<file path="src/rtl/load_store_unit.sv">
// Load/store initiator for a word-wide, async-read data memory.
// Word-aligns addresses, extracts/extends sub-word loads and performs SB/SH by read-modify-write.
module load_store_unit #(
  parameter int ADDR_WIDTH  = 32,
  parameter bit RMW_SUBWORD = 1'b1
) (
  input  logic                  clk,
  input  logic                  rst,
  input  logic                  req_valid,
  output logic                  req_ready,
  input  logic                  req_we,
  input  logic [2:0]            req_funct3,
  input  logic [ADDR_WIDTH-1:0] req_addr,
  input  logic [31:0]           req_wdata,
  output logic                  resp_valid,
  output logic [31:0]           resp_rdata,
  output logic                  resp_err,
  output logic                  mem_we,
  output logic [ADDR_WIDTH-1:0] mem_addr,
  output logic [31:0]           mem_wdata,
  input  logic [31:0]           mem_rdata
);

  typedef enum logic [1:0] {IDLE = 2'd0, RD = 2'd1, WR = 2'd2, RESP = 2'd3} state_t;

  state_t      state_r, state_s;
  logic        accept_s, err_s;
  logic        we_r;
  logic [2:0]  funct3_r;
  logic [1:0]  lane_r;
  logic [15:0] wdata_r;

  function automatic logic access_err(input logic we, input logic [2:0] f3, input logic [1:0] a);
    logic e;
    e = 1'b0;
    if (we) begin
      case (f3)
        3'b000:  e = (RMW_SUBWORD == 1'b0);
        3'b001:  e = a[0] | (RMW_SUBWORD == 1'b0);
        3'b010:  e = (a != 2'b00);
        default: e = 1'b1;
      endcase
    end else begin
      case (f3)
        3'b000, 3'b100: e = 1'b0;
        3'b001, 3'b101: e = a[0];
        3'b010:         e = (a != 2'b00);
        default:        e = 1'b1;
      endcase
    end
    return e;
  endfunction

  function automatic logic [31:0] load_extract(input logic [2:0] f3, input logic [1:0] a,
                                               input logic [31:0] w);
    logic [7:0]  b;
    logic [15:0] h;
    logic [31:0] r;
    case (a)
      2'b00:   b = w[7:0];
      2'b01:   b = w[15:8];
      2'b10:   b = w[23:16];
      default: b = w[31:24];
    endcase
    h = a[1] ? w[31:16] : w[15:0];
    case (f3)
      3'b000:  r = {{24{b[7]}}, b};
      3'b100:  r = {24'd0, b};
      3'b001:  r = {{16{h[15]}}, h};
      3'b101:  r = {16'd0, h};
      default: r = w;
    endcase
    return r;
  endfunction

  // Replace only the addressed byte/half lane of the word just read.
  function automatic logic [31:0] store_merge(input logic [2:0] f3, input logic [1:0] a,
                                              input logic [31:0] w, input logic [15:0] d);
    logic [31:0] r;
    r = w;
    case (f3)
      3'b000: begin
        case (a)
          2'b00:   r[7:0]   = d[7:0];
          2'b01:   r[15:8]  = d[7:0];
          2'b10:   r[23:16] = d[7:0];
          default: r[31:24] = d[7:0];
        endcase
      end
      3'b001: begin
        if (a[1]) r[31:16] = d;
        else      r[15:0]  = d;
      end
      default: r = w;
    endcase
    return r;
  endfunction

  assign req_ready = (state_r == IDLE) && !rst;

  // Next-state decode and request classification.
  always_comb begin
    state_s  = state_r;
    accept_s = 1'b0;
    err_s    = access_err(req_we, req_funct3, req_addr[1:0]);
    case (state_r)
      IDLE: begin
        if (req_valid) begin
          accept_s = 1'b1;
          if (err_s)                               state_s = RESP;
          else if (req_we && req_funct3 == 3'b010) state_s = WR;
          else                                     state_s = RD;
        end else begin
          state_s = IDLE;
        end
      end
      RD:      state_s = we_r ? WR : RESP;
      WR:      state_s = RESP;
      RESP:    state_s = IDLE;
      default: state_s = IDLE;
    endcase
  end

  // State, latched request and registered memory/response outputs.
  always_ff @(posedge clk or posedge rst) begin
    if (rst) begin
      state_r    <= IDLE;
      we_r       <= 1'b0;
      funct3_r   <= 3'd0;
      lane_r     <= 2'd0;
      wdata_r    <= 16'd0;
      mem_we     <= 1'b0;
      mem_addr   <= '0;
      mem_wdata  <= 32'd0;
      resp_valid <= 1'b0;
      resp_rdata <= 32'd0;
      resp_err   <= 1'b0;
    end else begin
      state_r    <= state_s;
      mem_we     <= (state_s == WR);
      resp_valid <= (state_s == RESP);
      case (state_r)
        IDLE: begin
          if (accept_s) begin
            we_r       <= req_we;
            funct3_r   <= req_funct3;
            lane_r     <= req_addr[1:0];
            wdata_r    <= req_wdata[15:0];
            resp_err   <= err_s;
            resp_rdata <= 32'd0;
            if (!err_s) begin
              mem_addr  <= {req_addr[ADDR_WIDTH-1:2], 2'b00};
              mem_wdata <= req_wdata;
            end
          end
        end
        RD: begin
          if (we_r) mem_wdata  <= store_merge(funct3_r, lane_r, mem_rdata, wdata_r);
          else      resp_rdata <= load_extract(funct3_r, lane_r, mem_rdata);
        end
        WR:      resp_rdata <= 32'd0;
        RESP: begin
          resp_err   <= 1'b0;
          resp_rdata <= 32'd0;
        end
        default: resp_err <= 1'b0;
      endcase
    end
  end

endmodule

</file>
<file path="config.mk">
export PLATFORM = sky130hd
export DESIGN_NAME = load_store_unit
export DESIGN_NICKNAME = d
export VERILOG_FILES = /design/src/rtl/load_store_unit.sv
export SDC_FILE = /design/constraint.sdc
export NUM_CORES = 1
export LEC_CHECK = 0
export CORE_ASPECT_RATIO = 1.75
export CORE_UTILIZATION = 51
export DETAILED_ROUTE_END_ITERATION = 6
export PLACE_DENSITY_LB_ADDON = 0.25
export SLEW_MARGIN = 40
export SYNTH_ARGS = -nofsm -noshare
export SYNTH_HDL_FRONTEND = slang
export SYNTH_SLANG_ARGS = --single-unit
</file>
<file path="constraint.sdc">
create_clock -name clk -period 7.5 [get_ports clk]
set_input_delay 0.75 -clock clk [delete_from_list [all_inputs] [get_ports clk]]
set_output_delay 0.75 -clock clk [all_outputs]
set_load 0.05 [all_outputs]
</file>
# Word level (Yosys, flattened, before mapping)
# Cells that the tools add are included.
# word_totals
regBits	121
out_inout_bits	100
wordCells	78
# classes
eq_ne	18
muxes	29
bitwise_logic	1
reduce_logical	19
# op_table
operator	count
two-way mux 32 bit	5
case mux 32 bit (2 select lines)	2
case mux 32 bit (4 select lines)	1
case mux 32 bit (3 select lines)	1
two-way mux 16 bit	3
two-way mux 8 bit	4
case mux 8 bit (3 select lines)	1
equality test 3 bit, second input constant	4
equality test 2 bit, second input constant	5
inequality test 2 bit, second input constant	4
case mux 2 bit (4 select lines)	1
equality test 3 x 1 -> 1 bit, second input constant	2
zero test 3 bit	2
two-way mux 2 bit	3
case mux 1 bit (3 select lines)	2
AND reduction 2 bit	3
nonzero test 2 bit	3
OR reduction 2 bit	3
two-way mux 1 bit	5
equality test 2 x 1 -> 1 bit, second input constant	2
zero test 2 bit	2
AND reduction 4 bit	1
equality test 3 x 2 -> 1 bit, second input constant	1
AND reduction 3 bit	1
5 further kinds	6

# Depth between registers and ports, before layout
# depth
ltp_word	8
depth_mapped	8
depth_no_buf	6

# Least setup slack after synthesis
# No wires, ideal clock.
# synth_timing
path_kind	reg-to-output
from	reg state_r[0]
to	out req_ready
arrival_ps	1487
t_required_ps	6750
slack_ps	5263
stages_incl_launch_ff	5
path_buffers	1
cell_sequence	dfrtp_1 inv_1 ha_1 buf_2 nor2b_1
# synth_via
elab_chain_cells	2
# synth_lines
element	line_no	rtl
from (decl)	26	state_t state_r, state_s;
from (signal assigned)	139	state_r <= state_s;
zero test 2 bit	99	assign req_ready = (state_r == IDLE) && !rst;
logical AND 1 bit	99	
to (decl)	10	output logic req_ready,
# No other way between the ends.

# Worst setup path in the final report
# layout_timing
from	reg state_r[1]
to	out req_ready
# The elaborated chain is that of the path after synthesis.

==> metrics.csv <==
stage,metric,value,unit
run_status,result of the run,finished clean,
pwr,leakage power of the design,3.89,nW
synth,Compound-Gate Fraction of Synth Area,20.8,%
global_route,aggregate global routing overflow,0,
sta,total count of max-transition violations in the final report,0,
synth,number of synthesized flops with an enable pin,0,
synth,number of register bits inferred by synthesis,121,
worst_setup_path,critical path endpoint category,primary output,
global_route,first-pass GRT wire length,30300,µm
synth,share of async-settable or async-resettable flops after synthesis,100,%
synth,area share of fa/ha/maj cells after synthesis,0.779,%
final_layout,fraction of layout instances using a drive strength above 1,14.1,%
final_layout,area occupied by multi-input gates,0.00307,mm²
pwr,power per cell area,513,mW/mm²
sta,final worst setup slack,4.45,ns
placed_design,placed inst area,0.00844,mm²
floorplan,IO Pins,203,
floorplan,Placeable Area,0.0121,mm²
cts,count of clock tree sinks,121,
floorplan,die height,150,µm
worst_setup_path,CP arrival,2.30,ns
sta,Worst slew margin,49.2,%
sta,final worst path period need,3.05,ns
sta,Finish-stage setup viols,0,
cts,largest buffer count on any clock path,2,
sta,fin crit share,40.7,%
worst_setup_path,CP startpoint kind,flip-flop,
min_path,instance count along the most critical hold path,2,
synth,fraction of the yosys area taken by sequential cells,47.1,%
floorplan,Die Width,86.9,µm
pwr,Max rail drop VDD,0.245,mV
placed_design,Routability Congestion,0.879,
synth,Synth Area in Simple Gates,11.9,%
placed_design,post-detail-place hpwl,14100,µm
placed_design,placement-stage worst setup slack,4.42,ns
drt,total iterations of the first detailed-routing run,6,
sta,fmax,0.327,GHz
final_layout,"leading cell type in the layout, fill and taps excluded",sky130_fd_sc_hd__clkdlybuf4s50_1,
cts,hold-fix buffer count after cts,0,
final_layout,FILL cells,828,
synth,flip-flop cell with the highest count after synthesis,sky130_fd_sc_hd__dfrtp_1,
global_route,antenna violations before repair,0,
floorplan,Initial Utilization,53.0,%
drt,via count,5731,
drt,via density per instance,6.10,
final_layout,Final Cell Area,0.00909,mm²
sta,number of hold violations in the final report,0,
final_layout,FF+latch area,0.00303,mm²
final_layout,Syn-to-layout area delta,41.4,%
final_layout,final net count,868,
worst_setup_path,critical path peak fanout,10,
global_route,maximum number of pins on one net before global-route repair,90,
drt,WL per Instance,20.9,µm
drt,number of design rule violations left after detail routing,0,
final_layout,end-of-flow core utilization,74.9,%
synth,synthesized cell area,0.00643,mm²
synth,dominant combinational cell family by area after synthesis,compound AO/OA/AOI/OAI gates,
cts,number of levels the H-tree was split into,4,
placed_design,Buffers on Ports,200,
min_path,Hold Path Class,flip-flop to flip-flop,
worst_setup_path,count of cells along the worst register-to-register path,6,
synth,Yosys warning total,0,
sta,slew at the pin with the worst max-slew slack,0.760,ns
run,max-cap viol count,0,
floorplan,area of the die,0.0131,mm²
global_route,number of global-route vias before repair,5689,
worst_setup_path,R2R setup slack,4.83,ns
cts,TritonCTS clock tree,built,
synth,gate count of the mapped netlist,585,
sta,TNS Setup,0,ns
cts,number of clock buffers inserted by TritonCTS,17,
drt,final antenna-violating net count,0,
worst_setup_path,Crit path required time,6.75,ns
cts,Post-CTS Resized,0,
synth,multiplexer share of the synthesized area,13.7,%
cts,buffers inserted by post-CTS timing repair,0,
global_route,Global Route Usage Sum,30.8,%
floorplan,Std-Cell Rows,53,
drt,First DRT Iteration DRCs,396,
pwr,"sum of internal, switching and leakage power",0.00466,W
sta,unrepaired setup endpoints after global routing,false,
synth,syn avg cell area,11.0,µm²
cts,buffer type at the clock tree root,sky130_fd_sc_hd__clkbuf_16,
cts,clock transition time at the flip-flop clock pins of the worst setup and hold paths,0.05,ns
cts,clock insertion delay at the later pin of the skew report,0.41,ns
synth,synth unique cells,52,
worst_setup_path,Setup Crit Path Kind,flip-flop to primary output,
synth,xor/xnor share of the synthesized area,0,%
drt,wire length reported by the detailed router,19600,µm
final_layout,n_diodes,0,
sta,final setup skew,0.00719,ns
final_layout,most frequent cells in the layout,"sky130_fd_sc_hd__clkdlybuf4s50_1, sky130_fd_sc_hd__dfrtp_1, sky130_fd_sc_hd__nor2_1",
-- layout make-up --
cell class | instances | area share, %
inverter | 23 | 0.977
tap | 165 | 2.27
sequential | 121 | 33.3
timing repair buffer | 207 | 22.7
clock inverter | 14 | 2.15
multi-input combinational | 391 | 33.7
clock buffer | 18 | 4.83
-- flip-flops by register name (all words and copies together) (netlist names) --
| signal | count |
|---|---|
| funct3_r | 3 |
| mem_we | 1 |
| we_r | 1 |
| resp_err | 1 |
| state_r | 2 |
| resp_valid | 1 |
| mem_addr | 30 |
| wdata_r | 16 |
| resp_rdata | 32 |
| mem_wdata | 32 |
| lane_r | 2 |
-- routing by layer --
layer	global-route usage [%]	share of wire (%)	vias to the layer above
met5	0	0	-
met2	53.9	52	335
met3	6.58	7.3	58
li1	-	-	2557
met1	34.8	36	2781
met4	15.5	4.6	0
-- Yosys cell counts, types with 2 or more instances --
cell type	number	area [µm²]
sky130_fd_sc_hd__buf_2	19	95.1
sky130_fd_sc_hd__mux2i_1	14	140
sky130_fd_sc_hd__or2_1	2	12.5
sky130_fd_sc_hd__a211oi_1	3	22.5
sky130_fd_sc_hd__o21ai_0	24	120
sky130_fd_sc_hd__o311ai_0	13	114
sky130_fd_sc_hd__nand3_1	9	45.0
sky130_fd_sc_hd__o31ai_1	20	150
sky130_fd_sc_hd__o211ai_1	8	60.1
sky130_fd_sc_hd__nor2_1	60	225
sky130_fd_sc_hd__inv_1	21	78.8
sky130_fd_sc_hd__a22o_1	23	201
sky130_fd_sc_hd__ha_1	4	50.1
sky130_fd_sc_hd__mux2_4	30	450
sky130_fd_sc_hd__a32o_1	6	60.1
sky130_fd_sc_hd__buf_4	7	52.6
sky130_fd_sc_hd__a221oi_1	11	96.3
sky130_fd_sc_hd__nand2b_1	12	75.1
sky130_fd_sc_hd__mux2_2	24	270
sky130_fd_sc_hd__buf_6	4	45.0
sky130_fd_sc_hd__dfrtp_1	121	3030
sky130_fd_sc_hd__clkbuf_1	19	71.3
sky130_fd_sc_hd__a31oi_1	3	18.8
sky130_fd_sc_hd__o22ai_1	8	50.1
sky130_fd_sc_hd__nand4_1	14	87.6
sky130_fd_sc_hd__nor2b_1	5	31.3
sky130_fd_sc_hd__nand2_1	40	150
sky130_fd_sc_hd__a221o_1	37	370
-- report_power, final --
part	total (W)	switching [W]	internal [W]
clock	0.000876	0.000309	0.000567
sequential	0.00119	0.000236	0.000950
combinational	0.00260	0.00164	0.000961
total	0.00466	0.00219	0.00248
-- critical path, cell delays in order, from the launching register on --
cell and delay [ns]:
sky130_fd_sc_hd__dfrtp_1 0.42, sky130_fd_sc_hd__inv_1 0.09, sky130_fd_sc_hd__ha_1 0.41, sky130_fd_sc_hd__nor2b_1 0.18, sky130_fd_sc_hd__clkdlybuf4s50_1 0.80
-- path summary, 6_finish.rpt --
path,startpoint,end
worst max-delay path,state_r[1]$_DFF_PP0_,req_ready
worst min-delay path,mem_wdata[29]$_DFFE_PP0P_,mem_wdata[29]$_DFFE_PP0P_
worst max register to register,state_r[1]$_DFF_PP0_,mem_wdata[0]$_DFFE_PP0P_
worst min register to register,mem_wdata[29]$_DFFE_PP0P_,mem_wdata[29]$_DFFE_PP0P_
max in group asynchronous,rst,wdata_r[7]$_DFFE_PP0P_
min in group asynchronous,rst,mem_addr[21]$_DFFE_PP0P_
-- per-stage QoR --
stage / hold WS, ns / std cells
finish: 0.485 / 939
global route: 0.501 / 939
CTS: 0.485 / 938
detailed placement: 0.472 / 906
global placement: 0.466 / 906
floorplan: 0.479 / 586
-- cells by family after synthesis --
family | after synthesis
AO/OA/AOI/OAI | 162
adder cells (fa/ha/maj) | 4
buffers and inverters | 74
flip-flops | 121
multiplexers | 69
other | 1
AND/OR/NAND/NOR | 154
No activity file was read; power rests on OpenSTA's default activity.
